--- src/rtl/dly_cfg_seq.sv ---
// Serial configuration sequencer for the ALCT delay-chip groups: shifts words over
// the shared clk_dly/din_dly bus into one selected group and issues the chip reset pulse.
//
// state | meaning
// IDLE  | waiting for start or rst_chips
// RST   | nrs_dly held low for RST_CYC cycles
// SEL   | group selected, clk_dly low, DIV cycles of setup
// SHIFT | one bit per 2*DIV cycles, low half then high half
// HOLD  | clk_dly low, select still active, DIV cycles
// FIN   | one-cycle done strobe, bus released
`timescale 1ns/1ps
module dly_cfg_seq #(
  parameter int NBITS   = 48,
  parameter int DIV     = 2,
  parameter int RST_CYC = 8
) (
  input  logic             clock_mez,
  input  logic             nrst,
  input  logic             start,
  input  logic [1:0]       grp_sel,
  input  logic [5:0]       nbits,
  input  logic [NBITS-1:0] wdata,
  input  logic             rst_chips,
  input  logic             seltst,
  input  logic [3:0]       dout_dly,
  output logic             busy,
  output logic             done,
  output logic             err,
  output logic [NBITS-1:0] rdata,
  output logic             clk_dly,
  output logic             din_dly,
  output logic [3:0]       ncs_dly,
  output logic             nrs_dly,
  output logic             seltst_dly
);

  typedef enum logic [2:0] {S_IDLE, S_RST, S_SEL, S_SHIFT, S_HOLD, S_FIN} state_t;

  localparam int TMAX = (DIV > RST_CYC) ? DIV : RST_CYC;
  localparam int TW   = $clog2(TMAX + 1);
  localparam logic [TW-1:0] T_DIV = TW'(DIV - 1);
  localparam logic [TW-1:0] T_RST = TW'(RST_CYC - 1);
  localparam logic [6:0]    NMAX  = 7'(NBITS);

  state_t           state_q, state_d;
  logic [TW-1:0]    tmr_q;
  logic             phase_q;
  logic [5:0]       bit_q;
  logic [1:0]       grp_q;
  logic [NBITS-1:0] wdata_q;
  logic [NBITS-1:0] rdata_q;
  logic             err_q;
  logic             nbits_ok;
  logic             tmr_tc;

  assign nbits_ok = (nbits != 6'd0) && ({1'b0, nbits} <= NMAX);
  assign tmr_tc   = (tmr_q == '0);
  assign rdata    = rdata_q;
  assign err      = err_q;

  always_ff @(posedge clock_mez or negedge nrst) begin
    if (!nrst) state_q <= S_IDLE;
    else       state_q <= state_d;
  end

  always_comb begin
    state_d = state_q;
    case (state_q)
      S_IDLE: begin
        if (rst_chips)  state_d = S_RST;
        else if (start) state_d = nbits_ok ? S_SEL : S_FIN;
      end
      S_RST:   if (tmr_tc) state_d = S_FIN;
      S_SEL:   if (tmr_tc) state_d = S_SHIFT;
      S_SHIFT: if (tmr_tc && phase_q && (bit_q == 6'd0)) state_d = S_HOLD;
      S_HOLD:  if (tmr_tc) state_d = S_FIN;
      S_FIN:   state_d = S_IDLE;
      default: state_d = S_IDLE;
    endcase
  end

  // Timer and shift datapath; requests arriving while busy only flag err.
  always_ff @(posedge clock_mez or negedge nrst) begin
    if (!nrst) begin
      tmr_q      <= '0;
      phase_q    <= 1'b0;
      bit_q      <= '0;
      grp_q      <= '0;
      wdata_q    <= '0;
      rdata_q    <= '0;
      err_q      <= 1'b0;
      seltst_dly <= 1'b0;
    end else begin
      seltst_dly <= seltst;
      if (busy && (start || rst_chips)) err_q <= 1'b1;
      case (state_q)
        S_IDLE: begin
          if (rst_chips) begin
            tmr_q <= T_RST;
            err_q <= start;
          end else if (start) begin
            if (nbits_ok) begin
              grp_q   <= grp_sel;
              bit_q   <= nbits - 6'd1;
              wdata_q <= wdata;
              rdata_q <= '0;
              err_q   <= 1'b0;
              tmr_q   <= T_DIV;
            end else begin
              err_q <= 1'b1;
            end
          end
        end
        S_RST, S_HOLD: begin
          if (!tmr_tc) tmr_q <= tmr_q - 1'b1;
        end
        S_SEL: begin
          if (tmr_tc) begin
            tmr_q   <= T_DIV;
            phase_q <= 1'b0;
          end else begin
            tmr_q <= tmr_q - 1'b1;
          end
        end
        S_SHIFT: begin
          if (tmr_tc) begin
            tmr_q <= T_DIV;
            if (phase_q) begin
              rdata_q <= {rdata_q[NBITS-2:0], dout_dly[grp_q]};
              phase_q <= 1'b0;
              bit_q   <= bit_q - 6'd1;
            end else begin
              phase_q <= 1'b1;
            end
          end else begin
            tmr_q <= tmr_q - 1'b1;
          end
        end
        default: ;
      endcase
    end
  end

  always_comb begin
    busy    = 1'b0;
    done    = 1'b0;
    ncs_dly = 4'hF;
    nrs_dly = 1'b1;
    clk_dly = 1'b0;
    din_dly = 1'b0;
    case (state_q)
      S_RST: begin
        busy    = 1'b1;
        nrs_dly = 1'b0;
      end
      S_SEL, S_HOLD: begin
        busy           = 1'b1;
        ncs_dly[grp_q] = 1'b0;
      end
      S_SHIFT: begin
        busy           = 1'b1;
        ncs_dly[grp_q] = 1'b0;
        clk_dly        = phase_q;
        din_dly        = wdata_q[bit_q];
      end
      S_FIN:   done = 1'b1;
      default: ;
    endcase
  end

endmodule

--- config.mk ---
export PLATFORM = sky130hd
export DESIGN_NAME = dly_cfg_seq
export DESIGN_NICKNAME = d
export VERILOG_FILES = /design/src/rtl/dly_cfg_seq.sv
export SDC_FILE = /design/constraint.sdc
export NUM_CORES = 1
export LEC_CHECK = 0
export ABC_AREA = 1
export BUFFER_PORTS_ARGS = -buffer_cell sky130_fd_sc_hd__buf_2
export CAP_MARGIN = 20
export CELL_PAD_IN_SITES_DETAIL_PLACEMENT = 1
export CELL_PAD_IN_SITES_GLOBAL_PLACEMENT = 2
export CORE_ASPECT_RATIO = 1.2
export CORE_MARGIN = 5
export CORE_UTILIZATION = 28
export CTS_CLUSTER_SIZE = 40
export DETAILED_ROUTE_END_ITERATION = 10
export PLACE_DENSITY = 0.82
export RECOVER_POWER = 50
export SYNTH_ARGS = -nofsm -noshare
export SYNTH_HDL_FRONTEND = slang
export SYNTH_SLANG_ARGS = --single-unit
--- constraint.sdc ---
create_clock -name clock_mez -period 1.6 [get_ports clock_mez]
set_input_delay 0.16 -clock clock_mez [delete_from_list [all_inputs] [get_ports clock_mez]]
set_output_delay 0.16 -clock clock_mez [all_outputs]
set_load 0.01 [all_outputs]
Word level (Yosys, flattened, before mapping)
Index checks and enable logic that the tools add are counted.
{"block": "totals", "regBits": 114, "inputBits": 65, "elab_cells": 102}
{"block": "op_classes", "n_reduce_logical": 22, "n_eq_ne": 16, "order_cmp": 4, "muxes": 46, "bitwise": 2, "add_sub_neg": 3}
{"operator": "2-to-1 mux 48 bit", "count": 5}
{"operator": "one-hot mux 48 bit (2 select lines)", "count": 1}
{"operator": "2-to-1 mux 6 bit", "count": 5}
{"operator": "2-to-1 mux 4 bit", "count": 6}
{"operator": "2-to-1 mux 3 bit", "count": 6}
{"operator": "2-to-1 mux 1 bit", "count": 16}
{"operator": "inequality test 2 bit, second input constant", "count": 8}
{"operator": "one-hot mux 3 bit (4 select lines)", "count": 1}
{"operator": "one-hot mux 4 bit (3 select lines)", "count": 1}
{"operator": "one-hot mux 6 bit (2 select lines)", "count": 1}
{"operator": "AND reduction 4 bit", "count": 3}
{"operator": "subtractor 6 x 1 -> 6 bit, second input constant", "count": 2}
{"operator": "< comparator 6 x 7 -> 1 bit, second input constant", "count": 1}
{"operator": "binary-select mux 1 bit (select 6 bit)", "count": 1}
{"operator": "equality test 3 x 2 -> 1 bit, second input constant", "count": 2}
{"operator": "equality test 3 bit, second input constant", "count": 2}
{"operator": "less-or-equal comparator 6 bit, second input constant", "count": 1}
{"operator": "zero test 6 bit", "count": 1}
{"operator": "inequality test 3 bit, second input constant", "count": 2}
{"operator": "AND reduction 6 bit", "count": 1}
{"operator": "nonzero test 6 bit", "count": 1}
{"operator": "logical AND 1 bit", "count": 5}
{"operator": "zero test 4 bit", "count": 1}
{"operator": "inverter 4 bit", "count": 1}
{"operator": "other kinds (17)", "count": 19}

Logic depth before layout (Yosys ltp)
Gate-level depths: netlist (run 1).
{"block": "depth", "word_depth": 8, "ltp_mapped": 12, "ltp_nobuf": 11}

Worst setup path before layout (run 1)
Ideal clock, no wire load.
{"block": "synth_timing", "kind": "register to register", "startpoint": "reg state_q[0]", "endpoint": "reg bit_q[4]", "path_buffers": 1, "stages_incl_launch_ff": 11, "setup_time_ns": 0.127, "path_slack_ns": -0.040, "t_arrival_ns": 1.513, "path_cell_list": "dfrtp_1 -> nand2_1 -> nor2_2 -> buf_4 -> o21ai_1 -> ha_1 -> nand3_1 -> nand3_1 -> nand2_1 -> nand2_1 -> o21ai_0"}
{"block": "synth_between", "elab_chain_cells": 3, "word_cells_on_any_way": 10}
{"element": "from (decl)", "line_no": "45", "source": "state_t state_q, state_d;"}
{"element": "from (signal assigned)", "line_no": "63", "source": "else state_q <= state_d;"}
{"element": "equality test 3 x 2 -> 1 bit or zero test 3 bit (tied branches)", "line_no": "96", "source": "case (state_q)"}
{"element": "inequality test 2 bit (no source line) or nonzero test 2 bit (tied branches)"}
{"element": "AND reduction 6 bit (no source line)"}
{"element": "to (signal assigned)", "line_no": "104", "source": "bit_q <= nbits - 6'd1;"}
{"element": "to (signal assigned)", "line_no": "131", "source": "bit_q <= bit_q - 6'd1;"}
{"element": "to (decl)", "line_no": "48", "source": "logic [5:0] bit_q;"}
Parallel ways exist; a longest one is shown, timed or not.
A chain may end at the register's enable or synchronous reset.

Worst setup path in the final report (run 1)
{"block": "layout_timing", "startpoint": "reg bit_q[0]", "endpoint": "out din_dly"}
{"block": "layout_between", "elab_chain_cells": 3}
{"element": "binary-select mux 1 bit (select 6 bit)", "line_no": "164", "source": "din_dly = wdata_q[bit_q];"}
{"element": "2-to-1 mux 1 bit (not written as such)", "line_no": "164"}
{"element": "2-to-1 mux 1 bit", "line_no": "151", "source": "case (state_q)"}
{"element": "to (decl)", "line_no": "31", "source": "output logic din_dly,"}
Every way passes these cells. The select of a mux whose other input is x is not followed.

==> flow_summary.toml, run 1 <==
[drt]
ant_nets = 0
num_vias = 6124
vias_per_cell = 4.91
wire_per_inst_microns = 19.9
routed_wl_microns = 24800
dr.pass1.iters = 4
post-route-drc-count = 0
drt_iter0_drc = 246

[die]
die_area_sq_um = 22600
pin_count = 124
fp.dieH_microns = 164
row_count = 56
chipWidth_microns = 138
start_util = 0.283
core_sq_um = 19500

[worst_hold_path]
hold_path.class = "primary input to flip-flop"
worstHoldStart = "wdata[27]"
hold_path_end = "wdata_q[27]"
hold_path_depth = 3

[placed_design]
place_ws_ns = -0.0452
hpwl_microns = 11900
port_buffers = 123
postPlaceCellArea_sq_um = 6770
place_congestion = 0.802

[clocking]
cts_tree = "yes"
htreeDepth = 4
cts_buffer_depth = 2
cts_buffers = 17
cts.sinks = 114
cts_root_buffer = "clkbuf_16"
clk_latency_ns = 0.42
path_clk_slew_ns = 0.06

[global_routing]
overflow = 0
grt_pass1_vias = 6629
grt_pass1_wl_microns = 35200
grt_max_degree = 52
track_usage = 0.195
grt_antenna_before_repair = 1

[critical_path]
reg2reg_depth = 13
endpoint_kind = "output port"
critPathLaunchType = "flip-flop"
crit_type = "flip-flop to output port"
required_ns = 1.44
arrival_ns = 2.03
crit_fanout = 6
timing.reg2reg.setup_slack_ns = -0.34
rr_endpoint = "rdata[39]"
rr_startpoint = "state_q[1]"

[timing]
setup_slack_ns = -0.589
rsz0062_at_grt = "yes"
final.setup_skew_ns = 0.0142
report.final.slew_viol_count = 0
max_freq_mhz = 457
min_period_over_period = 1.37
layout_min_cycle_time_ns = 2.19
hold_ws_ns = 0.00962
hold_viol_final = 0
worst_pin_slew_ns = 0.678
slew_headroom = 0.548
setup_violations = 116

[synthesis]
postSynthAreaPerCell_sq_um = 7.68
synthArstFlopShare = 1.00
synth.distinct_cells = 30
syn-cell-area_sq_um = 5510
ys_warn_count = 0
synth-seq-area-share = 0.517
ys_ff_latch = 114
mappedNetlistNets = 785
yosys_most_used_dff = "dfrtp_1"
synth_top_area_cell = "dfrtp_1"
synth_area_leaders = "dfrtp_1 52%, nand2_1 14%, nand3_1 8.4%"
synth_edf_count = 0
yosysTopAreaCellShare = 0.517
synthesis.instances = 718

[power]
p_switching_mw = 8.09
power.internal_mw = 11.7
powerDensity_nw_per_um2 = 1940
clockPowerShare = 0.207
peakVddDrop_mv = 0.836
power_mw = 19.8
p_sw_frac = 0.408
p_comb_frac = 0.564
leakage_nw = 5.03
pwr-share-seq = 0.229

[job]
maxCapViolations = 0

[finish]
layout_commonest_cell = "nand2_1"
drive_gt1_frac = 0.517
design_area_sq_um = 10200
final_cell_mix = "143 x nand2_1, 116 x buf_2, 111 x dfrtp_1"
nets = 1040
area_growth_pct = 85.5

[status]
violations = "negative setup slack"
outcome = "finished, violations left"
[final cells by class]
| cell class | instances | area, sq um |
|---|---|---|
| Inverter | 84 | 332 |
| Sequential cell | 114 | 2860 |
| Fill cell | 2207 | 9250 |
| Tap cell | 261 | 327 |
| Clock inverter | 12 | 180 |
| Antenna cell | 1 | 2.50 |
| Timing Repair Buffer | 271 | 2690 |
| Multi-Input combinational cell | 485 | 3390 |
| Clock buffer | 20 | 447 |
[flip-flops by register name, indices dropped and copies added, names as in the netlist]
signal and cells:
err 1, bit_q 6, state_q 3, grp_q 2
rdata 48, seltst_dly 1, phase_q 1, wdata_q 48
tmr_q 4
[through the flow]
stage | utilization | TNS, ns | std cells
floorplan | - | 0 | 718
global placement | 0.347 | -0.0360 | 1115
detailed placement | 0.347 | -0.960 | 1115
CTS | 0.487 | -15.16 | 1241
global route | 0.525 | -33.09 | 1248
finish | 0.525 | -24.77 | 1248
[worst max-delay path: stages (launching register included)]
cell	delay, ns
dfrtp_2	0.52
inv_4	0.13
buf_8	0.12
nand2_1	0.08
nand3_2	0.08
nand2_1	0.06
nand2_1	0.08
nand2_2	0.08
nor2_2	0.12
nand2_1	0.09
nand3_2	0.07
nand2_2	0.06
buf_6	0.12
[cells in the mapped netlist, types with 5 or more instances]
cell type and instances:
nand2_1 204, dfrtp_1 114, nand3_1 92, inv_1 78, nor2_1 67, o21ai_0 46, a21oi_1 38, clkbuf_1 15
buf_2 14, o21ai_1 7, inv_2 5
[routing by layer]
layer  track usage  part of all wire  vias to the layer above
li1              -                 -                     2805
met1         0.229              0.39                     3090
met2         0.362              0.55                      173
met3        0.0323             0.031                       56
met4        0.0642             0.030                        0
met5             0                 0                        -
[worst max path at each step]
stage | depth (start not counted) | to | slack (ns) | startpoint
after floorplan | 10 | rdata[19] | 0.05 | tmr_q[0]
after global placement | 9 | din_dly | -0.03 | bit_q[0]
after detailed placement | 7 | wdata_q[9] | -0.05 | state_q[0]
after CTS | 10 | din_dly | -0.46 | bit_q[0]
after global routing | 12 | din_dly | -0.65 | bit_q[0]
final | 12 | din_dly | -0.59 | bit_q[0]
[power groups by stage]
| stage | Clock [mW] | Combinational, mW | Sequential [mW] |
|---|---|---|---|
| floorplan | 0 | 3.44 | 4.11 |
| global placement | 0 | 5.34 | 4.21 |
| detailed placement | 0 | 5.42 | 4.25 |
| CTS | 4.12 | 9.60 | 4.28 |
| global route | 4.31 | 11.9 | 4.60 |
| finish | 4.11 | 11.2 | 4.53 |
[cell families (layout without fill, tap and decap cells)]
group           Yosys count  after routing  synth area share
fa+ha+maj                 2              2           0.00454
other cells               0              1                 0
simple gates            383            383             0.293
flops                   114            114             0.517
compound gates           97             97            0.0910
buf+inv                 119            387            0.0896
xor+xnor                  3              3           0.00477
[repair_timing]
item | 4_1_cts | 5_1_grt
gates resized for setup | 241 | 188
hold buffers | 39 | 0
cloned | 22 | 6
endpoints found under the hold margin | 116 | 0
setup buffers | 35 | 16
setup endpoints to repair | 69 | 120
pin swaps | 51 | 63
(Power assumes the default switching activity.)
==> run 2, diff against run 1 <==
--- a/config.mk
+++ b/config.mk
@@ -13,6 +13,7 @@
 export CORE_ASPECT_RATIO = 1.2
 export CORE_MARGIN = 5
 export CORE_UTILIZATION = 28
+export CTS_BUF_LIST = sky130_fd_sc_hd__clkbuf_8 sky130_fd_sc_hd__clkbuf_16
 export CTS_CLUSTER_SIZE = 40
 export DETAILED_ROUTE_END_ITERATION = 10
 export PLACE_DENSITY = 0.82
==> run 2 against run 1 <==
  * Critical path depth fell by 2
  * Critical endpoint unchanged
  * Sequential cell count unchanged
  * Non-clock buffer count is 1 higher
  * Die area did not move
  * The flow still finishes with violations (negative setup slack)
  * Cell area is 3.2% higher
  * Core utilization up 1.7 points
  * Clock-buffer cell count shrank 2
  * Via count is 0.73% higher
  * Clock skew rose by 0.0047 ns
  * Sequential power hardly changed
  * Combinational power rose by 4%
  * First-iteration DRC count increased by 4.9%
==> flow_summary.toml, run 2 (synthesis gave the netlist of run 1 again) <==
[clocking]
clk_latency_ns = 0.43
cts_buffer_depth = 2
cts_tree = "yes"
cts_root_buffer = "clkbuf_16"
cts.sinks = 114
path_clk_slew_ns = 0.06
htreeDepth = 4
cts_buffers = 17

[drt]
dr.pass1.iters = 4
drt_iter0_drc = 258
ant_nets = 0
vias_per_cell = 4.94
routed_wl_microns = 25400
post-route-drc-count = 0
wire_per_inst_microns = 20.3
num_vias = 6169

[power]
leakage_nw = 5.19
peakVddDrop_mv = 1.05
powerDensity_nw_per_um2 = 1930

[die]
chipWidth_microns = 138
pin_count = 124
fp.dieH_microns = 164
die_area_sq_um = 22600
core_sq_um = 19500
start_util = 0.283
row_count = 56

[placed_design]
place_congestion = 0.802
hpwl_microns = 11900
port_buffers = 123
dp.cells = 1115

[global_routing]
grtUsageMet3 = 0.0329
grt_max_degree = 52
track_usage = 0.197
grt_antenna_before_repair = 1
grt-busiest-layer = "met2"
grt_pass1_wl_microns = 35500
overflow = 0
use_met1 = 0.228
grt_pass1_vias = 6668
met2_usage = 0.366

[timing]
setup_violations = 116
slew_headroom = 0.0685
layout_min_cycle_time_ns = 2.21
rsz0062_at_grt = "yes"
worst_pin_slew_ns = 1.40
max_freq_mhz = 452
min_period_over_period = 1.38
setup_slack_ns = -0.614
final.setup_skew_ns = 0.0190
report.final.slew_viol_count = 0
hold_ws_ns = 0.00137
hold_viol_final = 0

[critical_path]
crit_type = "flip-flop to output port"
rr_startpoint = "state_q[1]"
critPathLaunch = "bit_q[0]"
critPathSlowestCell = "dfrtp_2"
crit_chain = "buf_16 > nor2_2 > nor2_2 > o21ai_1 > nand3_1 > nand3b_1 > nand2_1 > nand2_2 > nand2_2 > buf_6"
crit_fanout = 8
slowest_delay_ns = 0.52
endpoint_kind = "output port"
arrival_ns = 2.05
critPathLaunchType = "flip-flop"
required_ns = 1.44

[finish]
multi_input_area_sq_um = 3650
fill_cells = 2179
nets = 1041
seq_area_sq_um = 2860
layout_commonest_cell = "buf_2"
drive_gt1_frac = 0.567
fin_cells = 1249
area_growth_pct = 91.5
final_cell_mix = "116 x buf_2, 111 x dfrtp_1, 94 x nand2_1"

[worst_hold_path]
hold_path.class = "primary input to flip-flop"
worstHoldStart = "wdata[27]"

[status]
outcome = "finished, violations left"
violations = "negative setup slack"

[job]
maxCapViolations = 0
[run 2: changes by cell type in the layout (fill, tap and decap cells not counted), moves of 2 or more]
| cell | previous run | this run |
|---|---|---|
| nand2_1 | 143 | 94 |
| nand2_4 | 24 | 50 |
| buf_12 | 14 | 16 |
| nand3_2 | 53 | 55 |
| o21ai_0 | 5 | 7 |
| o21ai_1 | 24 | 22 |
| nand2_2 | 39 | 62 |
| inv_2 | 8 | 6 |
| buf_4 | 35 | 33 |
| inv_1 | 71 | 74 |
[run 2: layout make-up]
| cell class | count | share of cell area |
|---|---|---|
| multi-input cells | 485 | 0.346 |
| well taps | 261 | 0.0309 |
| diodes | 1 | 0.000237 |
| repair buffers | 272 | 0.261 |
| clock buffers | 18 | 0.0416 |
| flip-flops and latches | 114 | 0.271 |
| inverters | 84 | 0.0318 |
| clock inverters | 14 | 0.0178 |
[run 2: critical path, delay by kind of cell (launching register included)]
family / cells / cell delay (ns)
simple gates: 7 / 0.67
flops: 1 / 0.52
buf+inv: 2 / 0.32
compound gates: 1 / 0.12
[run 2: where the power goes]
| part | total [mW] | internal [mW] | switching, mW |
|---|---|---|---|
| clock | 4.12 | 2.64 | 1.48 |
| combinational | 11.7 | 5.58 | 6.16 |
| sequential | 4.53 | 3.73 | 0.796 |
| total | 20.4 | 11.9 | 8.43 |
[run 2: per-layer routing]
layer	up-vias	wire [microns]
met1	3135	9670
met4	0	952
li1	2814	-
met2	157	13900
met3	63	869
met5	-	0
[run 2: worst paths after layout]
check,slack [ns],endpoint,depth (start not counted)
worst max-delay path,-0.61,din_dly,10
worst min-delay path,0.001,wdata_q[27],3
worst max register to register,-0.36,rdata[42],13
worst min register to register,0.50,rdata[47],2
max in group asynchronous,0.06,bit_q[0],3
min in group asynchronous,0.57,wdata_q[38],2
[run 2: timing repair]
item,4_1_cts,5_1_grt
endpoints found under the setup margin,69,120
pin swaps,51,78
resized for setup,241,268
buffers inserted,35,15
cloned,22,7
hold buffers,39,0
hold endpoints to repair,116,0
[run 2: through the flow]
stage / power, mW / TNS [ns] / area [sq um] / worst slack (ns) / utilization
final: 20.4 / -25.94 / 10600 / -0.614 / 0.542
after detailed placement: 9.66 / -0.960 / 6770 / -0.0452 / 0.347
after floorplan: 7.54 / 0 / 5520 / 0.0530 / -
after CTS: 18.0 / -15.18 / 9480 / -0.456 / 0.487
after global placement: 9.55 / -0.0360 / 6770 / -0.0304 / 0.347
after global routing: 21.4 / -41.86 / 10600 / -0.714 / 0.542
==> run 3, diff against run 2 <==
==> config.mk (replaced) <==
export PLATFORM = sky130hd
export DESIGN_NAME = dly_cfg_seq
export DESIGN_NICKNAME = d
export VERILOG_FILES = /design/src/rtl/dly_cfg_seq.sv
export SDC_FILE = /design/constraint.sdc
export NUM_CORES = 1
export LEC_CHECK = 0
export ABC_AREA = 1
export CAP_MARGIN = 20
export CELL_PAD_IN_SITES_DETAIL_PLACEMENT = 1
export CELL_PAD_IN_SITES_GLOBAL_PLACEMENT = 2
export CORE_ASPECT_RATIO = 0.6
export CORE_MARGIN = 5
export CORE_UTILIZATION = 32
export CTS_BUF_LIST = sky130_fd_sc_hd__clkbuf_8 sky130_fd_sc_hd__clkbuf_16
export CTS_CLUSTER_SIZE = 40
export DETAILED_ROUTE_END_ITERATION = 10
export DONT_BUFFER_PORTS = 1
export PLACE_DENSITY = 0.8
export RECOVER_POWER = 50
export SYNTH_ARGS = -nofsm -noshare
export SYNTH_HDL_FRONTEND = slang
export SYNTH_SLANG_ARGS = --single-unit
==> run 3 against run 2 <==
  * The run ends with negative hold slack, negative setup slack left
  * Die area is 11% lower
  * Critical path depth is 1 higher
  * Global-route usage is 3.0 points higher
  * Critical path type unchanged
  * Critical endpoint unchanged
==> flow_summary.toml, run 3 (synthesis gave the netlist of run 1 again) <==
[die]
start_util = 0.324
die_area_sq_um = 20000
core_sq_um = 17000
chipWidth_microns = 179
pin_count = 124
fp.dieH_microns = 112
row_count = 37

[power]
power_mw = 19.6
peakVddDrop_mv = 0.948
leakage_nw = 4.58
powerDensity_nw_per_um2 = 2020

[timing]
worst_pin_slew_ns = 0.516
setup_violations = 118
max_freq_mhz = 488
slew_headroom = 0.653
setup_slack_ns = -0.448
hold_ws_ns = -0.564
hold_viol_final = 114
finalSetupTns_ns = -28.93
final.setup_skew_ns = 0.0148
report.final.slew_viol_count = 0
min_period_over_period = 1.28
rsz0062_at_grt = "yes"
layout_min_cycle_time_ns = 2.05

[clocking]
cts_root_buffer = "clkbuf_16"
path_clk_slew_ns = 0.05
clk_latency_ns = 0.42
htreeDepth = 4
cts_buffer_depth = 2
postCtsHoldBufs = 52
cts_tree = "yes"
cts_buffers = 17
cts.sinks = 114

[critical_path]
required_ns = 1.44
critPathSlowestCell = "dfrtp_2"
arrival_ns = 1.89
crit_fanout = 5
critPathLaunchType = "flip-flop"
slowest_delay_ns = 0.47
crit_chain = "inv_4 > buf_12 > nand2_2 > nand3_2 > nand2_2 > nand2_1 > nand2_1 > nor2_2 > nand2_1 > nand3_2 > nand2_2"
crit_type = "flip-flop to output port"
endpoint_kind = "output port"

[status]
outcome = "finished, violations left"
violations = "negative hold slack, negative setup slack"

[drt]
routed_wl_microns = 26600
drt_iter0_drc = 346
vias_per_cell = 5.27
wire_per_inst_microns = 23.8
ant_nets = 0
post-route-drc-count = 0
num_vias = 5896
dr.pass1.iters = 4

[global_routing]
grt_antenna_before_repair = 1
grt_max_degree = 115
overflow = 0
grt_pass1_vias = 6137
grt_pass1_wl_microns = 35900
track_usage = 0.227

[finish]
nets = 939
diodes = 0
area_growth_pct = 76.4
fin_cells = 1119
design_area_sq_um = 9720
drive_gt1_frac = 0.490
layout_commonest_cell = "dfrtp_1"
final_cell_mix = "110 x dfrtp_1, 103 x nand2_1, 74 x nand2_2"
final_util = 0.571

[placed_design]
place_congestion = 0.824
place_ws_ns = -0.158
dp.cells = 957
port_buffers = 0
postPlaceCellArea_sq_um = 5990
hpwl_microns = 11600

[job]
maxCapViolations = 0

[worst_hold_path]
hold_path.class = "primary input to asynchronous set/reset pin"
run 3: final cells by class:
class	instances	area (sq um)
fillers	1881	7310
multi-input cells	486	3520
flip-flops and latches	114	2860
repair buffers	169	2140
clock buffers	19	453
inverters	84	338
well taps	234	293
clock inverters	13	119
run 3: timing repair:
item,4_1_cts,5_1_grt
gates resized for setup,218,281
setup buffers,34,34
endpoints found under the setup margin,101,121
hold endpoints to repair,166,114
pin swaps,36,78
cloned,22,10
run 3: path summary, 6_finish.rpt:
kind | from | end | slack, ns | cells past startpoint
setup / recovery | bit_q[0] | din_dly | -0.45 | 11
hold / removal | nrst | wdata_q[10] | -0.56 | 0
setup reg to reg | state_q[2] | wdata_q[25] | -0.34 | 11
hold reg to reg | wdata_q[32] | wdata_q[32] | 0.50 | 2
max in group asynchronous | nrst | rdata[42] | 1.91 | 0
min in group clock_mez | start | err | 0.02 | 3
run 3: worst max-delay path, delay by kind of cell, from the launching register on:
kind | cells | cell delay [ns]
AND/OR/NAND/NOR | 9 | 0.73
flip-flops | 1 | 0.47
buffers and inverters | 2 | 0.26
run 3: report_power, final:
part           switching [mW]  internal (mW)  leakage, nW
combinational            6.24           5.15         2.84
clock                    1.42           2.34        0.294
sequential              0.717           3.73         1.44
run 3: per-layer routing:
layer / track usage / wire length (microns) / vias up
met4: 0.0583 / 409 / 2
met5: 0 / 8 / -
met2: 0.362 / 13100 / 193
li1: - / - / 2600
met1: 0.316 / 11200 / 3059
met3: 0.0477 / 1810 / 42
